[config.mk]
export PLATFORM = sky130hd
export DESIGN_NAME = neuron_layer_buffer
export DESIGN_NICKNAME = d
export VERILOG_FILES = /design/src/rtl/neuron_layer_pkg.sv /design/src/rtl/neuron_sat_add.sv /design/src/rtl/neuron_layer_buffer.sv
export SDC_FILE = /design/constraint.sdc
export NUM_CORES = 1
export LEC_CHECK = 0
export ABC_AREA = 1
export CELL_PAD_IN_SITES_DETAIL_PLACEMENT = 0
export CELL_PAD_IN_SITES_GLOBAL_PLACEMENT = 1
export CORE_MARGIN = 2
export CORE_UTILIZATION = 40
export CTS_BUF_LIST = sky130_fd_sc_hd__clkbuf_4 sky130_fd_sc_hd__clkbuf_8
export DETAILED_ROUTE_END_ITERATION = 10
export PLACE_DENSITY = 0.88
export SLEW_MARGIN = 20
export SYNTH_ARGS = -nofsm -noshare
export SYNTH_HDL_FRONTEND = slang
export SYNTH_SLANG_ARGS = --single-unit
[constraint.sdc]
create_clock -name clk -period 6.4 [get_ports clk]
set_input_delay 1.28 -clock clk [delete_from_list [all_inputs] [get_ports clk]]
set_output_delay 1.28 -clock clk [all_outputs]
set_load 0.05 [all_outputs]
[src/rtl/neuron_layer_pkg.sv]
// Shared types and constants for the neuron layer buffer.
package neuron_layer_pkg;

   typedef enum logic {
      IDLE   = 1'b0,
      STREAM = 1'b1
   } state_t;

   localparam int DEFAULT_DATA_WIDTH  = 16;
   localparam int DEFAULT_NUM_NEURONS = 4;

   // Largest value representable in a signed word of the given width.
   function automatic logic signed [63:0] sat_max(input int width);
      return (64'sd1 <<< (width - 1)) - 64'sd1;
   endfunction

   // Smallest value representable in a signed word of the given width.
   function automatic logic signed [63:0] sat_min(input int width);
      return -(64'sd1 <<< (width - 1));
   endfunction

endpackage

[src/rtl/neuron_sat_add.sv]
// Combinational signed adder that clamps to the word range instead of wrapping.
module neuron_sat_add
   import neuron_layer_pkg::*;
#(
   parameter int DATA_WIDTH = DEFAULT_DATA_WIDTH
) (
   input  logic signed [DATA_WIDTH-1:0] a,
   input  logic signed [DATA_WIDTH-1:0] b,
   output logic signed [DATA_WIDTH-1:0] sum
);

   localparam logic signed [DATA_WIDTH-1:0] MAX_V = DATA_WIDTH'(sat_max(DATA_WIDTH));
   localparam logic signed [DATA_WIDTH-1:0] MIN_V = DATA_WIDTH'(sat_min(DATA_WIDTH));

   logic [DATA_WIDTH:0] wide_sum;

   // Add with one guard bit; disagreeing top two bits means the result overflowed.
   always_comb begin
      wide_sum = {a[DATA_WIDTH-1], a} + {b[DATA_WIDTH-1], b};
      if (wide_sum[DATA_WIDTH] != wide_sum[DATA_WIDTH-1]) begin
         sum = wide_sum[DATA_WIDTH] ? MIN_V : MAX_V;
      end else begin
         sum = wide_sum[DATA_WIDTH-1:0];
      end
   end

endmodule

[src/rtl/neuron_layer_buffer.sv]
// Activation register bank for one layer: addressed overwrite/accumulate loads,
// per-neuron loaded mask, and a valid/ready read-out stream with optional ReLU.
module neuron_layer_buffer
   import neuron_layer_pkg::*;
#(
   parameter int NUM_NEURONS = DEFAULT_NUM_NEURONS,
   parameter int DATA_WIDTH  = DEFAULT_DATA_WIDTH,
   parameter int ADDR_WIDTH  = 16,
   parameter int RELU_EN     = 1
) (
   input  logic                              clk,
   input  logic                              reset,
   input  logic                              load_en,
   input  logic                              load_mode,
   input  logic [ADDR_WIDTH-1:0]             load_address,
   input  logic [DATA_WIDTH-1:0]             load_value,
   input  logic                              stream_start,
   input  logic                              out_ready,
   output logic [NUM_NEURONS*DATA_WIDTH-1:0] values,
   output logic                              out_valid,
   output logic [DATA_WIDTH-1:0]             out_data,
   output logic                              out_last,
   output logic                              stream_done,
   output logic                              busy,
   output logic                              layer_full,
   output logic                              addr_err,
   output logic                              load_drop
);

   localparam int IDX_W = $clog2(NUM_NEURONS);
   localparam logic [IDX_W-1:0]    LAST_IDX  = IDX_W'(NUM_NEURONS - 1);
   localparam logic [ADDR_WIDTH:0] NUM_N_EXT = (ADDR_WIDTH + 1)'(NUM_NEURONS);

   state_t                       state_reg, state_next;
   logic [IDX_W-1:0]             idx_reg, idx_next;
   logic signed [DATA_WIDTH-1:0] neuron_reg [NUM_NEURONS];
   logic [NUM_NEURONS-1:0]       loaded_mask_reg, loaded_mask_next;
   logic                         stream_done_reg, stream_done_next;
   logic                         addr_err_reg, load_drop_reg;

   logic                         addr_in_range, load_ok, last_xfer;
   logic [IDX_W-1:0]             load_idx;
   logic signed [DATA_WIDTH-1:0] acc_operand, acc_result, write_value, beat_value;

   assign addr_in_range = {1'b0, load_address} < NUM_N_EXT;
   assign load_ok       = load_en && (state_reg == IDLE) && addr_in_range;
   assign load_idx      = load_address[IDX_W-1:0];
   assign acc_operand   = neuron_reg[load_idx];
   assign write_value   = load_mode ? acc_result : load_value;
   assign beat_value    = neuron_reg[idx_reg];
   assign last_xfer     = (state_reg == STREAM) && out_ready && (idx_reg == LAST_IDX);

   // Only one load is accepted per cycle, so a single adder serves every neuron.
   neuron_sat_add #(
      .DATA_WIDTH(DATA_WIDTH)
   ) u_sat_add (
      .a   (acc_operand),
      .b   (load_value),
      .sum (acc_result)
   );

   // Neuron storage: accepted loads write the addressed word.
   always_ff @(posedge clk) begin
      if (reset) begin
         for (int i = 0; i < NUM_NEURONS; i++) begin
            neuron_reg[i] <= '0;
         end
      end else if (load_ok) begin
         neuron_reg[load_idx] <= write_value;
      end
   end

   genvar gi;
   generate
      for (gi = 0; gi < NUM_NEURONS; gi++) begin : g_values
         assign values[gi*DATA_WIDTH +: DATA_WIDTH] = neuron_reg[gi];
      end
   endgenerate

   // Loaded mask: set by accepted loads, cleared when a full read-out completes.
   always_comb begin
      loaded_mask_next = loaded_mask_reg;
      if (load_ok) begin
         loaded_mask_next[load_idx] = 1'b1;
      end
      if (last_xfer) begin
         loaded_mask_next = '0;
      end
   end

   // Stream next-state and beat outputs; loads in IDLE never block a start.
   always_comb begin
      state_next       = state_reg;
      idx_next         = idx_reg;
      stream_done_next = 1'b0;
      out_valid        = 1'b0;
      out_data         = '0;
      out_last         = 1'b0;
      busy             = 1'b0;
      case (state_reg)
         IDLE: begin
            if (stream_start) begin
               state_next = STREAM;
               idx_next   = '0;
            end
         end
         STREAM: begin
            busy      = 1'b1;
            out_valid = 1'b1;
            out_last  = (idx_reg == LAST_IDX);
            out_data  = ((RELU_EN != 0) && beat_value[DATA_WIDTH-1]) ? '0 : beat_value;
            if (out_ready) begin
               if (idx_reg == LAST_IDX) begin
                  state_next       = IDLE;
                  stream_done_next = 1'b1;
               end else begin
                  idx_next = idx_reg + IDX_W'(1);
               end
            end
         end
         default: state_next = IDLE;
      endcase
   end

   // Control registers and one-cycle status pulses.
   always_ff @(posedge clk) begin
      if (reset) begin
         state_reg       <= IDLE;
         idx_reg         <= '0;
         loaded_mask_reg <= '0;
         stream_done_reg <= 1'b0;
         addr_err_reg    <= 1'b0;
         load_drop_reg   <= 1'b0;
      end else begin
         state_reg       <= state_next;
         idx_reg         <= idx_next;
         loaded_mask_reg <= loaded_mask_next;
         stream_done_reg <= stream_done_next;
         addr_err_reg    <= load_en && (state_reg == IDLE) && !addr_in_range;
         load_drop_reg   <= load_en && (state_reg == STREAM);
      end
   end

   assign stream_done = stream_done_reg;
   assign addr_err    = addr_err_reg;
   assign load_drop   = load_drop_reg;
   assign layer_full  = &loaded_mask_reg;

endmodule

==> results.ini <==
[yosys]
yosys_warnings=0
syn_nets=685
synth.distinct_cells=41
synth_xor_area_share_pct=1.75
synth.top_cell.area_share_pct=38.5
syn_avg_cell_area_sq_um=7.94
synthFlopType=edfxtp_1
synth_top_family_by_area=simple AND/OR/NAND/NOR gates
synthArstFlopShare_pct=0
ys_ff_latch=76
ys_seq_area_share_pct=43.3
synth_area_leaders=edfxtp_1 (38%), nor2_1 (9.7%), nand2_1 (7.9%), dfxtp_1 (4.8%), ha_1 (4.3%)
syn_inst=629
synth_compound_area_share_pct=12.5
synth_adder_area_share_pct=4.66
syn-cell-area_sq_um=4990
yosys.area.top_type=edfxtp_1
synth_mux_area_share_pct=0
synth-simple-area-share_pct=30.2
synth_edf_count=64

[worst_setup_path]
cp.required_ns=6.48
end_kind=flip-flop
crit_path_cell_trace=clkdlybuf4s50_1, nand2_1, clkinv_1, a221o_1, ha_1, nand2_1, nor2_1, nand3_1, nand2_2, nand2_1, nand2_1, nand2_1, nand2_1, nand3_2, nand3b_1, nor3_1
path_max_fanout=17
rrSetupSlack_ns=3.24
path_class=primary input to flip-flop
reg2regPathDepth=14
path_common_cell=nand2_1
cp-start-kind=primary input
crit_path_top_delay_cell=a221o_1
cp.arrival_ns=4.91
slowest_delay_ns=0.58

[clock_network]
h-tree-depth=3
post-cts-setup-buffer-count=0
cts_buffers=9
cts_resized=0
path_clk_slew_ns=0.08
clockBufferDepth=2
clk-insertion-delay-late_ns=0.36
cts_tree=yes
cts_root_buf=clkbuf_8
holdBufCountCts=0
clock_sinks=76

[sta]
fin_crit_ns=4.83
finalCritPeriodShare_pct=75.5
fmax_ghz=0.207
fin_hold_ws_ns=0.465
tightestPinTransition_ns=0.947
setup_ws_ns=1.57
final.setup.tns_ns=0
final-setup-viol-count=0
finClkSkew_ns=0.0108
maxSlewHeadroom_pct=36.7
hold_viol=0
rsz0062_at_grt=no
finalMaxSlewViolations=0

[global_route]
track_usage_pct=23.2
grt_overflow=0
grt_pass1_vias=4475
grt_pass1_wl_um=24000
grt_antenna_before_repair=0
grt_max_degree=34

[placed_design]
port_buffers=123
place_ws_ns=1.23
gp_congestion=0.889
dpl.hpwl_um=11700

[routing]
vias=4861
wl_met2_um=7100
antenna_left=0
drt-total-wl_um=15600
drcViolationCount=0
drt_iter0_drc=435
wl_per_cell_um=17.1
drtPass1Iterations=7
dr.max_layer_used=met4
drt-met1-wl_um=6990
met3_length_um=1320
vias_per_cell=5.31

[final_layout]
nets=798
fill_cells=1166
largest_register_ffs=64
area_growth_pct=29.9
drive_gt1_share_pct=7.23
n_antenna_cell=0

[power]
pwr-share-seq_pct=44.7
power.internal_w=0.000818
power.density_nw_per_um2=195
ir_worst_vdd_mv=0.0772
p_sw_w=0.000448
power.total_w=0.00127
comb_power_share_pct=30.3
sw_frac_of_total_pct=35.4
p_clk_share_pct=25.0
p_leak_nw=2.61

[die]
die-width_um=116
io_pins=125
rows=40
fp.dieArea_sq_um=13400
start_util_pct=41.2
fp.dieH_um=116
core-area_sq_um=12100

[min_path]
whs_path_depth=2
worstHoldPathType=flip-flop to flip-flop

[outcome]
outcome=completed

[run]
maxCapViolations=0

## layer usage
layer / vias up / track usage [%]
met5: - / 0
met4: 0 / 7.86
met3: 14 / 3.82
met2: 213 / 36.7
met1: 2290 / 32.4
li1: 2344 / -
## power by group through the flow
stage	Sequential, W	Combinational, W	Clock, W
finish	0.000565	0.000384	0.000316
global route	0.000567	0.000417	0.000339
CTS	0.000565	0.000383	0.000318
detailed placement	0.000576	0.000382	0
global placement	0.000576	0.000377	0
floorplan	0.000624	0.000214	0
## placed cells by master, fill, tap and decap left out, types with 7 or more instances in the layout
cell type	count
ha_1	17
edfxtp_1	64
o21ai_0	33
inv_1	56
a22oi_1	28
nand3_1	15
clkdlybuf4s50_1	123
nand3b_1	10
a21oi_1	37
clkbuf_8	9
nor2_1	129
nor3_2	7
dfxtp_1	12
nor3_1	33
nand2_1	105
nor2_2	10
## path summary, 6_finish.rpt
| path | startpoint | to |
|---|---|---|
| setup / recovery | load_address[1] | neuron_reg[1][10] |
| setup reg to reg | neuron_reg[0][0] | neuron_reg[1][10] |
| hold / removal | loaded_mask_reg[3] | loaded_mask_reg[3] |
| hold reg to reg | loaded_mask_reg[3] | loaded_mask_reg[3] |
## critical path, delay by kind of cell
family,cells,cell delay [ns]
AO/OA/AOI/OAI,1,0.58
adder cells (fa/ha/maj),1,0.37
buffers and inverters,2,1.00
AND/OR/NAND/NOR,12,1.67
## stage by stage
step,utilization (%),instance area [sq um],cells
finish,53.6,6490,915
floorplan,-,4990,629
CTS,53.6,6490,915
global placement,52.2,6330,899
global route,53.6,6490,915
detailed placement,52.2,6330,899
## final cells by class
class	count	area, sq um	area share (%)
multi-input combinational	465	2460	37.9
sequential	76	2160	33.3
timing repair buffer	127	1260	19.4
inverter	63	236	3.64
tap	168	210	3.24
clock buffer	10	131	2.02
clock inverter	6	31.3	0.482
## logic make-up (layout without fill, tap and decap cells)
family                     after synthesis  in the layout
adders and majority gates               18             18
buffers and inverters                   88            206
other                                    1              1
and+or+nand+nor                        330            330
DFF                                     76             76
xor gates and xnor gates                10             10
AOI/OAI and AO/OA                      106            106
## Yosys cell counts, types with 3 or more instances
| cell | instances |
|---|---|
| xor2_1 | 5 |
| nor2_1 | 129 |
| inv_1 | 56 |
| nor3_2 | 7 |
| nand4_1 | 3 |
| nor2_2 | 10 |
| dfxtp_1 | 12 |
| o21ai_0 | 33 |
| ha_1 | 17 |
| edfxtp_1 | 64 |
| nor3_1 | 33 |
| nand3b_2 | 3 |
| a22oi_1 | 28 |
| xnor2_1 | 5 |
| a21oi_1 | 37 |
| nand2_1 | 105 |
| clkbuf_1 | 16 |
| buf_4 | 7 |
| inv_2 | 5 |
| nand3_1 | 15 |
| nand3b_1 | 10 |
| nand2_2 | 5 |
No activity file was read; power rests on OpenSTA's default activity.
